$ cat config.mk
export PLATFORM = sky130hd
export DESIGN_NAME = seq_detector_param
export DESIGN_NICKNAME = d
export VERILOG_FILES = /design/src/rtl/seq_detector_param.sv
export SDC_FILE = /design/constraint.sdc
export NUM_CORES = 1
export LEC_CHECK = 0
export ABC_AREA = 1
export BUFFER_PORTS_ARGS = -buffer_cell sky130_fd_sc_hd__buf_2
export CAP_MARGIN = 0
export CORE_ASPECT_RATIO = 1.5
export CORE_MARGIN = 2
export CORE_UTILIZATION = 53
export CTS_CLUSTER_SIZE = 20
export DETAILED_ROUTE_END_ITERATION = 10
export PLACE_DENSITY_LB_ADDON = 0.3
export RECOVER_POWER = 100
export SLEW_MARGIN = 0
export SYNTH_ARGS = -nofsm -noshare
export SYNTH_HDL_FRONTEND = slang
export SYNTH_SLANG_ARGS = --single-unit
$ cat constraint.sdc
create_clock -name clk -period 1.7 [get_ports clk]
set_clock_uncertainty 0.05 [all_clocks]
set_input_delay 0 -clock clk [delete_from_list [all_inputs] [get_ports clk]]
set_output_delay 0 -clock clk [all_outputs]
set_load 0.005 [all_outputs]
$ cat src/rtl/seq_detector_param.sv
// Parametrised serial pattern detector: runtime-loadable pattern, overlap control,
// Mealy and registered Moore match outputs, and a saturating hit counter.
module seq_detector_param #(
  parameter int PAT_W = 4,
  parameter int CNT_W = 8
) (
  input  logic             clk,
  input  logic             rst,
  input  logic             in_valid,
  input  logic             in_bit,
  input  logic             cfg_load,
  input  logic [PAT_W-1:0] cfg_pattern,
  input  logic             cfg_overlap,
  input  logic             clr_cnt,
  output logic             out_bit,
  output logic             match_q,
  output logic [CNT_W-1:0] hit_cnt,
  output logic             cnt_sat
);

  localparam int FILL_W = (PAT_W > 2) ? $clog2(PAT_W) : 1;
  localparam logic [FILL_W-1:0] FILL_LAST = FILL_W'(PAT_W - 1);

  localparam logic [1:0] ST_EMPTY   = 2'd0;
  localparam logic [1:0] ST_FILLING = 2'd1;
  localparam logic [1:0] ST_ARMED   = 2'd2;

  // Only the newest PAT_W-1 bits need storing; the incoming bit completes the window.
  logic [PAT_W-2:0] hist_q, hist_d;
  logic [FILL_W-1:0] fill_q, fill_d;
  logic [PAT_W-1:0] pat_q, pat_d;
  logic             ovl_q, ovl_d;
  logic [CNT_W-1:0] cnt_q, cnt_d;
  logic             match_d;

  logic [1:0]       state;
  logic [PAT_W-1:0] window;
  logic             hit;

  always_comb begin
    // NOTE: every combinationally assigned signal gets a default first so no latch is inferred.
    state   = ST_FILLING;
    window  = {hist_q, in_bit};
    hit     = 1'b0;
    hist_d  = hist_q;
    fill_d  = fill_q;
    pat_d   = pat_q;
    ovl_d   = ovl_q;
    cnt_d   = cnt_q;

    if (fill_q == '0) begin
      state = ST_EMPTY;
    end else if (fill_q == FILL_LAST) begin
      state = ST_ARMED;
    end

    hit = in_valid && !cfg_load && (state == ST_ARMED) && (window == pat_q);

    if (cfg_load) begin
      // A reconfiguration drops any bit presented in the same cycle.
      pat_d  = cfg_pattern;
      ovl_d  = cfg_overlap;
      hist_d = '0;
      fill_d = '0;
    end else if (in_valid) begin
      hist_d = window[PAT_W-2:0];
      case (state)
        ST_ARMED: begin
          if (hit && !ovl_q) begin
            fill_d = '0;
          end
        end
        default: fill_d = fill_q + FILL_W'(1);
      endcase
    end

    if (clr_cnt) begin
      cnt_d = '0;
    end else if (hit && !(&cnt_q)) begin
      cnt_d = cnt_q + CNT_W'(1);
    end

    match_d = hit;
  end

  // NOTE: sequential state uses non-blocking assignments so all flops update together.
  always_ff @(posedge clk or negedge rst) begin
    if (!rst) begin
      hist_q  <= '0;
      fill_q  <= '0;
      pat_q   <= '0;
      ovl_q   <= 1'b1;
      cnt_q   <= '0;
      match_q <= 1'b0;
    end else begin
      hist_q  <= hist_d;
      fill_q  <= fill_d;
      pat_q   <= pat_d;
      ovl_q   <= ovl_d;
      cnt_q   <= cnt_d;
      match_q <= match_d;
    end
  end

  assign out_bit = hit;
  assign hit_cnt = cnt_q;
  assign cnt_sat = &cnt_q;

endmodule
==> reports/results.tsv, run 1 <==
stage	metric	value	unit
detailed_routing	Antenna Violating Nets Remaining	0	
die	die area	2478	um^2
critical_path	crit path DAT	1.54	ns
yosys	post-synthesis register bit count	19	
clocking	clk_lat worst skew	0.31	ns
die	core area	2002	um^2
yosys	most frequent cell after synthesis	nand2_1	
cells_and_area	Area Overhead vs Synth	24.63	%
global_routing	largest net degree at the start of global routing	20	
critical_path	Critical Path Slowest Stage Cell	dfrtp_2	
critical_path	WP buf/inv	1	
cells_and_area	nets	188	
sta	actual slew at the worst max-slew pin	1.025	ns
die	Std-Cell Rows	20	
sta	max-slew violation count	0	
detailed_routing	Routed WL per cell	12.47	um
cells_and_area	Finished Layout Cells	196	
clocking	H-tree depth	1	
yosys	dominant cell type by area after synthesis	dfrtp_1	
clocking	CTS Buf Count	3	
sta	f_max	627.5	MHz
critical_path	Worst path most repeated cell	nand2_2	
sta	final setup vio count	0	
critical_path	Setup crit end kind	output pin	
yosys	syn avg cell area	8.024	um^2
cells_and_area	n_diodes	0	
yosys	main flop type after synthesis	dfrtp_1	
detailed_routing	Detailed Route WL	2.444	mm
global_routing	first-pass GRT wire length	3.788	mm
placement	gp weighted congestion	0.7356	
sta	Tcrit/Tclk final	93.75	%
die	die height	59.98	um
power_and_ir_drop	worst-case vdd ir drop	512.3	uV
yosys	Cells after Synth	138	
clocking	Root Driver	clkbuf_4	
die	Die X	41.32	um
sta	fin crit period	1.594	ns
detailed_routing	drt pass-1 iters	4	
run_status	status	finished with violations	
yosys	Synth top cells by count	nand2_1 (36), nand3_1 (19), dfrtp_1 (18)	
critical_path	crit-path max cell delay	0.45	ns
yosys	Yosys top cell area share	40.68	%
clocking	clk slew on worst S/H paths	0.11	ns
critical_path	Max FO, Critical Path	7	
yosys	async set or reset register ratio after synthesis	100.0	%
power_and_ir_drop	P_leak	0.0007119	uW
sta	relative slew slack	31.69	%
detailed_routing	via count	1059	
detailed_routing	1st-iter DRT viols	22	
global_routing	total grt overflow	0	
die	starting density of the core	55.31	%
yosys	Post-Syn Nets	151	
critical_path	delay-heaviest family, CP	simple AND/OR/NAND/NOR gates	
placement	Final HPWL DP	1.753	mm
sta	Hold Vio Cnt, Final	1	
yosys	top cells by area, synth	dfrtp_1 (41%), nand2_1 (12%), nand3_1 (8.6%)	
detailed_routing	DR DRC count	0	
power_and_ir_drop	Power Total	853.1	uW
yosys	Netlist cell types	24	
cells_and_area	Filler cells	176	
power_and_ir_drop	Pwr Density	618.1	nW/um^2
yosys	mapped cell area	1107	um^2
run_status	failing checks	negative hold slack	
global_routing	vias in the first global route	983	
clocking	CTS sink count	19	
yosys	number of synthesized flops with an enable pin	0	
worst_hold_path	HP Class	in2reg	
yosys	sequential fraction of the synthesis area	43.05	%
critical_path	critical path, cell by cell	ha_4 > nand2_2 > nor3_4 > nand2_2 > nor2_4 > buf_2	
critical_path	kind of critical path	reg2out	
cells_and_area	layout cells sized above 1	19.54	%
run	maxcap violations	0	
critical_path	required time of the critical path	1.65	ns
global_routing	initial antenna violation count	0	
detailed_routing	Avg Vias per Cell	5.403	
sta	total negative slack	0	ns
placement	DP Cell Count	179	
clocking	CTS Buffer Depth	2	
critical_path	startpoint types	flip-flop	
clocking	CTS tree	built	
die	# IOs	22	
placement	port bufs	21	
sta	Hold Slack	-0.0004390	ns
global_routing	overall routing resource usage	22.70	%
yosys	Synth Warn #	0	
==> cells in the final DEF, fill, tap and decap left out, drive strengths merged <==
cell type / netlist / layout
a21oi: 1 / 1
buf: 1 / 15
clkbuf: 1 / 10
clkinv: 0 / 1
dfrtp: 18 / 18
dfstp: 1 / 1
dlygate4sd3: 0 / 12
ha: 2 / 2
inv: 17 / 17
nand2: 39 / 39
nand3: 21 / 21
nand3b: 5 / 5
nand4: 6 / 6
nor2: 8 / 8
nor3: 3 / 3
o21ai: 8 / 8
or2: 3 / 3
xor2: 4 / 4
==> metrics by stage <==
| step | hold slack [ns] | utilization (%) | instance area (um^2) | setup slack [ns] |
|---|---|---|---|---|
| global route | 0.02481 | 68.94 | 1380 | -0.0006768 |
| floorplan | -0.3456 | - | 1107 | 0.2424 |
| CTS | 0.0007476 | 68.88 | 1379 | 0.003478 |
| global placement | -0.09079 | 61.50 | 1231 | 0.2063 |
| finish | -0.0004390 | 68.94 | 1380 | 0.1063 |
| detailed placement | -0.08863 | 61.50 | 1231 | 0.1433 |
==> registers in the layout, indices dropped and copies added (netlist names) <==
signal / cells
match_q: 1
ovl_q: 1
fill_q: 2
hist_q: 3
pat_q: 4
hit_cnt: 8
==> worst reg2reg max path, delay by kind of cell, from the launching register on <==
kind	cells	cell delay [ns]
adder cells (fa/ha/maj)	1	0.18
flip-flops	1	0.39
AND/OR/NAND/NOR	6	0.83
==> power by group <==
group | leakage [uW] | internal [uW] | switching [uW]
clock network | 0.0000177 | 87.9 | 144
logic | 0.000446 | 54.8 | 77.6
registers | 0.000248 | 475 | 13.1
==> kinds of logic (layout without fill, tap and decap cells) <==
kind of cell    Yosys count  count (layout)  share of synthesized area (%)
flops                    19              19                          43.05
buf+inv                  19              55                          6.553
fa+ha+maj                 2               2                          2.260
xor+xnor                  4               4                          3.164
compound gates            9               9                          4.068
simple gates             85              85                          40.90
==> final cells by class <==
cell class                 count  area (um^2)  share of cell area, %
clock buffer                   3        22.52                  1.632
clock inverter                 1        5.005                 0.3626
inverter                      17        63.81                  4.624
multi-input combinational    100        558.0                  40.44
sequential                    19        479.2                  34.72
tap                           22        27.53                  1.995
timing repair buffer          34        224.0                  16.23
==> routing by layer <==
layer	up-vias	share of wire (%)	track usage (%)
met4	0	1.9	11.06
met3	5	3.4	2.230
met5	-	0	0
met1	501	39	22.25
li1	525	-	-
met2	28	55	42.86
==> final timing paths <==
| path | start | to | cells past startpoint | slack, ns |
|---|---|---|---|---|
| min in group asynchronous | rst | hit_cnt[3] | 2 | 0.32 |
| setup reg to reg | fill_q[0] | hit_cnt[7] | 7 | 0.19 |
| hold reg to reg | fill_q[1] | fill_q[1] | 2 | 0.45 |
| max in group asynchronous | rst | hit_cnt[0] | 2 | 0.60 |
| setup / recovery | hit_cnt[0] | cnt_sat | 6 | 0.11 |
| hold / removal | cfg_load | pat_q[2] | 3 | -0.0004 |
==> timing repair <==
item / in CTS / in global routing
gates resized for setup: 0 / 4
hold buffers: 12 / 0
setup buffers: 0 / 1
endpoints found under the hold margin: 28 / 0
setup endpoints to repair: 0 / 6
Note: power is estimated with default switching activity, not from simulation.
==> run 2: changes to the inputs <==
Clock period 1.7 ns to 1.6 ns, I/O delays scaled along.
==> reports/results.tsv, run 2 (synthesis results as in run 1) <==
stage	metric	value	unit	change
die	die area	2478	um^2	unchanged
global_routing	overall routing resource usage	23.40	%	was 22.70%
sta	Tcrit/Tclk final	94.00	%	
critical_path	R2R setup slack	0.15	ns	was 0.19 ns
clocking	CTS sink count	19		unchanged
clocking	Root Driver	clkbuf_4		unchanged
placement	port bufs	21		unchanged
sta	Hold Vio Cnt, Final	0		was 1
power_and_ir_drop	P_leak	0.0007172	uW	was 0.0007119 uW
die	die height	59.98	um	unchanged
placement	placed cell area	1239	um^2	was 1231 um^2
detailed_routing	drt pass-1 iters	4		unchanged
clocking	clk_lat worst skew	0.31	ns	about the same
critical_path	crit path DAT	1.45	ns	was 1.54 ns
global_routing	first-pass GRT wire length	3.877	mm	was 3.788 mm
global_routing	vias in the first global route	983		unchanged
critical_path	Critical Path Slowest Stage Cell	dfrtp_1		was dfrtp_2
clocking	H-tree depth	1		unchanged
power_and_ir_drop	Pwr Density	659.8	nW/um^2	was 618.1 nW/um^2
cells_and_area	Area Overhead vs Synth	28.02	%	was 24.63%
die	Die X	41.32	um	unchanged
detailed_routing	1st-iter DRT viols	36		was 22
worst_hold_path	Worst Hold End	hit_cnt[2]		was pat_q[2]
clocking	CTS tree	built		unchanged
critical_path	delay-heaviest family, CP	simple AND/OR/NAND/NOR gates		unchanged
global_routing	total grt overflow	0		unchanged
global_routing	initial antenna violation count	0		unchanged
sta	f_max	664.9	MHz	
detailed_routing	Avg Vias per Cell	5.230		was 5.403
cells_and_area	design area	1418	um^2	was 1380 um^2
global_routing	largest net degree at the start of global routing	20		unchanged
die	# IOs	22		unchanged
run	maxcap violations	0		unchanged
critical_path	Setup crit end kind	output pin		unchanged
critical_path	crit-path max cell delay	0.38	ns	was 0.45 ns
clocking	CTS Buf Count	3		unchanged
clocking	clk slew on worst S/H paths	0.12	ns	was 0.11 ns
critical_path	FF-to-FF path depth	6		was 7
worst_hold_path	HP Class	in2reg		unchanged
worst_hold_path	hold depth	4		was 3
worst_hold_path	hold path start	clr_cnt		was cfg_load
critical_path	Worst path most repeated cell	nand2_2		unchanged
critical_path	kind of critical path	reg2out		unchanged
critical_path	WP buf/inv	1		unchanged
power_and_ir_drop	Power Total	935.4	uW	was 853.1 uW
critical_path	Reg2Reg Launch Point	hit_cnt[0]		was fill_q[0]
sta	max-slew violation count	0		unchanged
global_routing	M1 GR Usage	24.38	%	was 22.25%
cells_and_area	n_diodes	0		unchanged
die	core area	2002	um^2	unchanged
cells_and_area	commonest cells after routing, fill and taps aside	nand2_1 (36), nand3_1 (19), dfrtp_1 (18), inv_1 (14)		was nand2_1 (36), nand3_1 (21), dfrtp_1 (16), inv_1 (15), buf_2 (14)
cells_and_area	Largest register FFs	8		unchanged
cells_and_area	most common cell after layout, fill and taps aside	nand2_1		unchanged
critical_path	critical path, cell by cell	ha_2 > nand2_2 > nor3_4 > nand2_2 > nor2_4 > buf_2		was ha_4 > nand2_2 > nor3_4 > nand2_2 > nor2_4 > buf_2
die	Std-Cell Rows	20		unchanged
detailed_routing	Detailed Route WL	2.457	mm	was 2.444 mm
run_status	status	finished, final reports clean		was finished with violations
detailed_routing	Routed WL per cell	12.29	um	was 12.47 um
die	starting density of the core	55.31	%	unchanged
global_routing	gr busiest metal	met2		unchanged
detailed_routing	via count	1046		was 1059
sta	relative slew slack	29.62	%	was 31.69%
power_and_ir_drop	worst-case vdd ir drop	621.4	uV	was 512.3 uV
clocking	CTS Buffer Depth	2		unchanged
placement	Final HPWL DP	1.697	mm	was 1.753 mm
cells_and_area	nets	192		was 188
critical_path	required time of the critical path	1.55	ns	was 1.65 ns
placement	gp weighted congestion	0.7416		was 0.7356
global_routing	M3 GR Usage	2.602	%	was 2.230%
detailed_routing	Antenna Violating Nets Remaining	0		unchanged
sta	fin crit period	1.504	ns	
global_routing	met2 Use GR	42.63	%	was 42.86%
detailed_routing	DR DRC count	0		unchanged
sta	actual slew at the worst max-slew pin	1.056	ns	was 1.025 ns
sta	final setup vio count	0		unchanged
critical_path	startpoint types	flip-flop		unchanged
critical_path	Max FO, Critical Path	3		was 7
critical_path	terminus of the critical flop-to-flop path	hit_cnt[6]		was hit_cnt[7]
cells_and_area	layout cells sized above 1	21.91	%	was 19.54%
-- run 2: timing repair --
item,4_1_cts,5_1_grt
resized for setup,1,3
setup endpoints to repair,1,3
endpoints found under the hold margin,28,0
pin swaps,0,3
hold buffers,13,0
setup buffers,1,2
-- run 2: cell type report --
class	count	area, um^2
multi-input combinational	100	568.0
clock buffer	3	22.52
inverter	17	63.81
timing repair buffer	38	251.5
fill	167	584.3
sequential	19	476.7
tap	22	27.53
clock inverter	1	7.507
-- run 2: worst max-delay path by stage --
| stage | to | start | cells past startpoint |
|---|---|---|---|
| after floorplan | hit_cnt[5] | hit_cnt[0] | 8 |
| after global placement | hit_cnt[7] | hit_cnt[1] | 8 |
| after detailed placement | hit_cnt[5] | hit_cnt[1] | 8 |
| after CTS | out_bit | fill_q[0] | 6 |
| after global routing | out_bit | fill_q[0] | 6 |
| final | cnt_sat | hit_cnt[0] | 6 |
-- run 2: metrics by stage --
step                      TNS (ns)  hold WS, ns  worst slack (ns)  cells  utilization, %
final                            0       0.1173           0.09596    200           70.81
after global routing      -0.02216       0.1781          -0.01688    200           70.81
after CTS                        0       0.1092           0.01691    198           70.38
after detailed placement         0     -0.08838           0.09303    180           61.88
after global placement           0     -0.09560            0.1418    180           61.88
after floorplan                  0      -0.3456            0.1424    138               -
-- run 2: power breakdown --
part | switching, uW | total [uW] | leakage, uW | internal [uW]
Combinational | 90.2 | 157 | 0.000452 | 66.6
Clock | 165 | 260 | 0.0000139 | 95.6
Sequential | 13.2 | 518 | 0.000252 | 505
Total | 268 | 935 | 0.000717 | 667
-- run 2: metal layers --
layer | up-vias | part of all wire, %
li1 | 533 | -
met3 | 7 | 3.4
met2 | 27 | 55
met5 | - | 0
met1 | 479 | 40
met4 | 0 | 2.0
-- run 2: worst min-delay path, delay by kind of cell --
kind	cells	cell delay [ns]
buffers and inverters	2	0.25
AND/OR/NAND/NOR	2	0.20
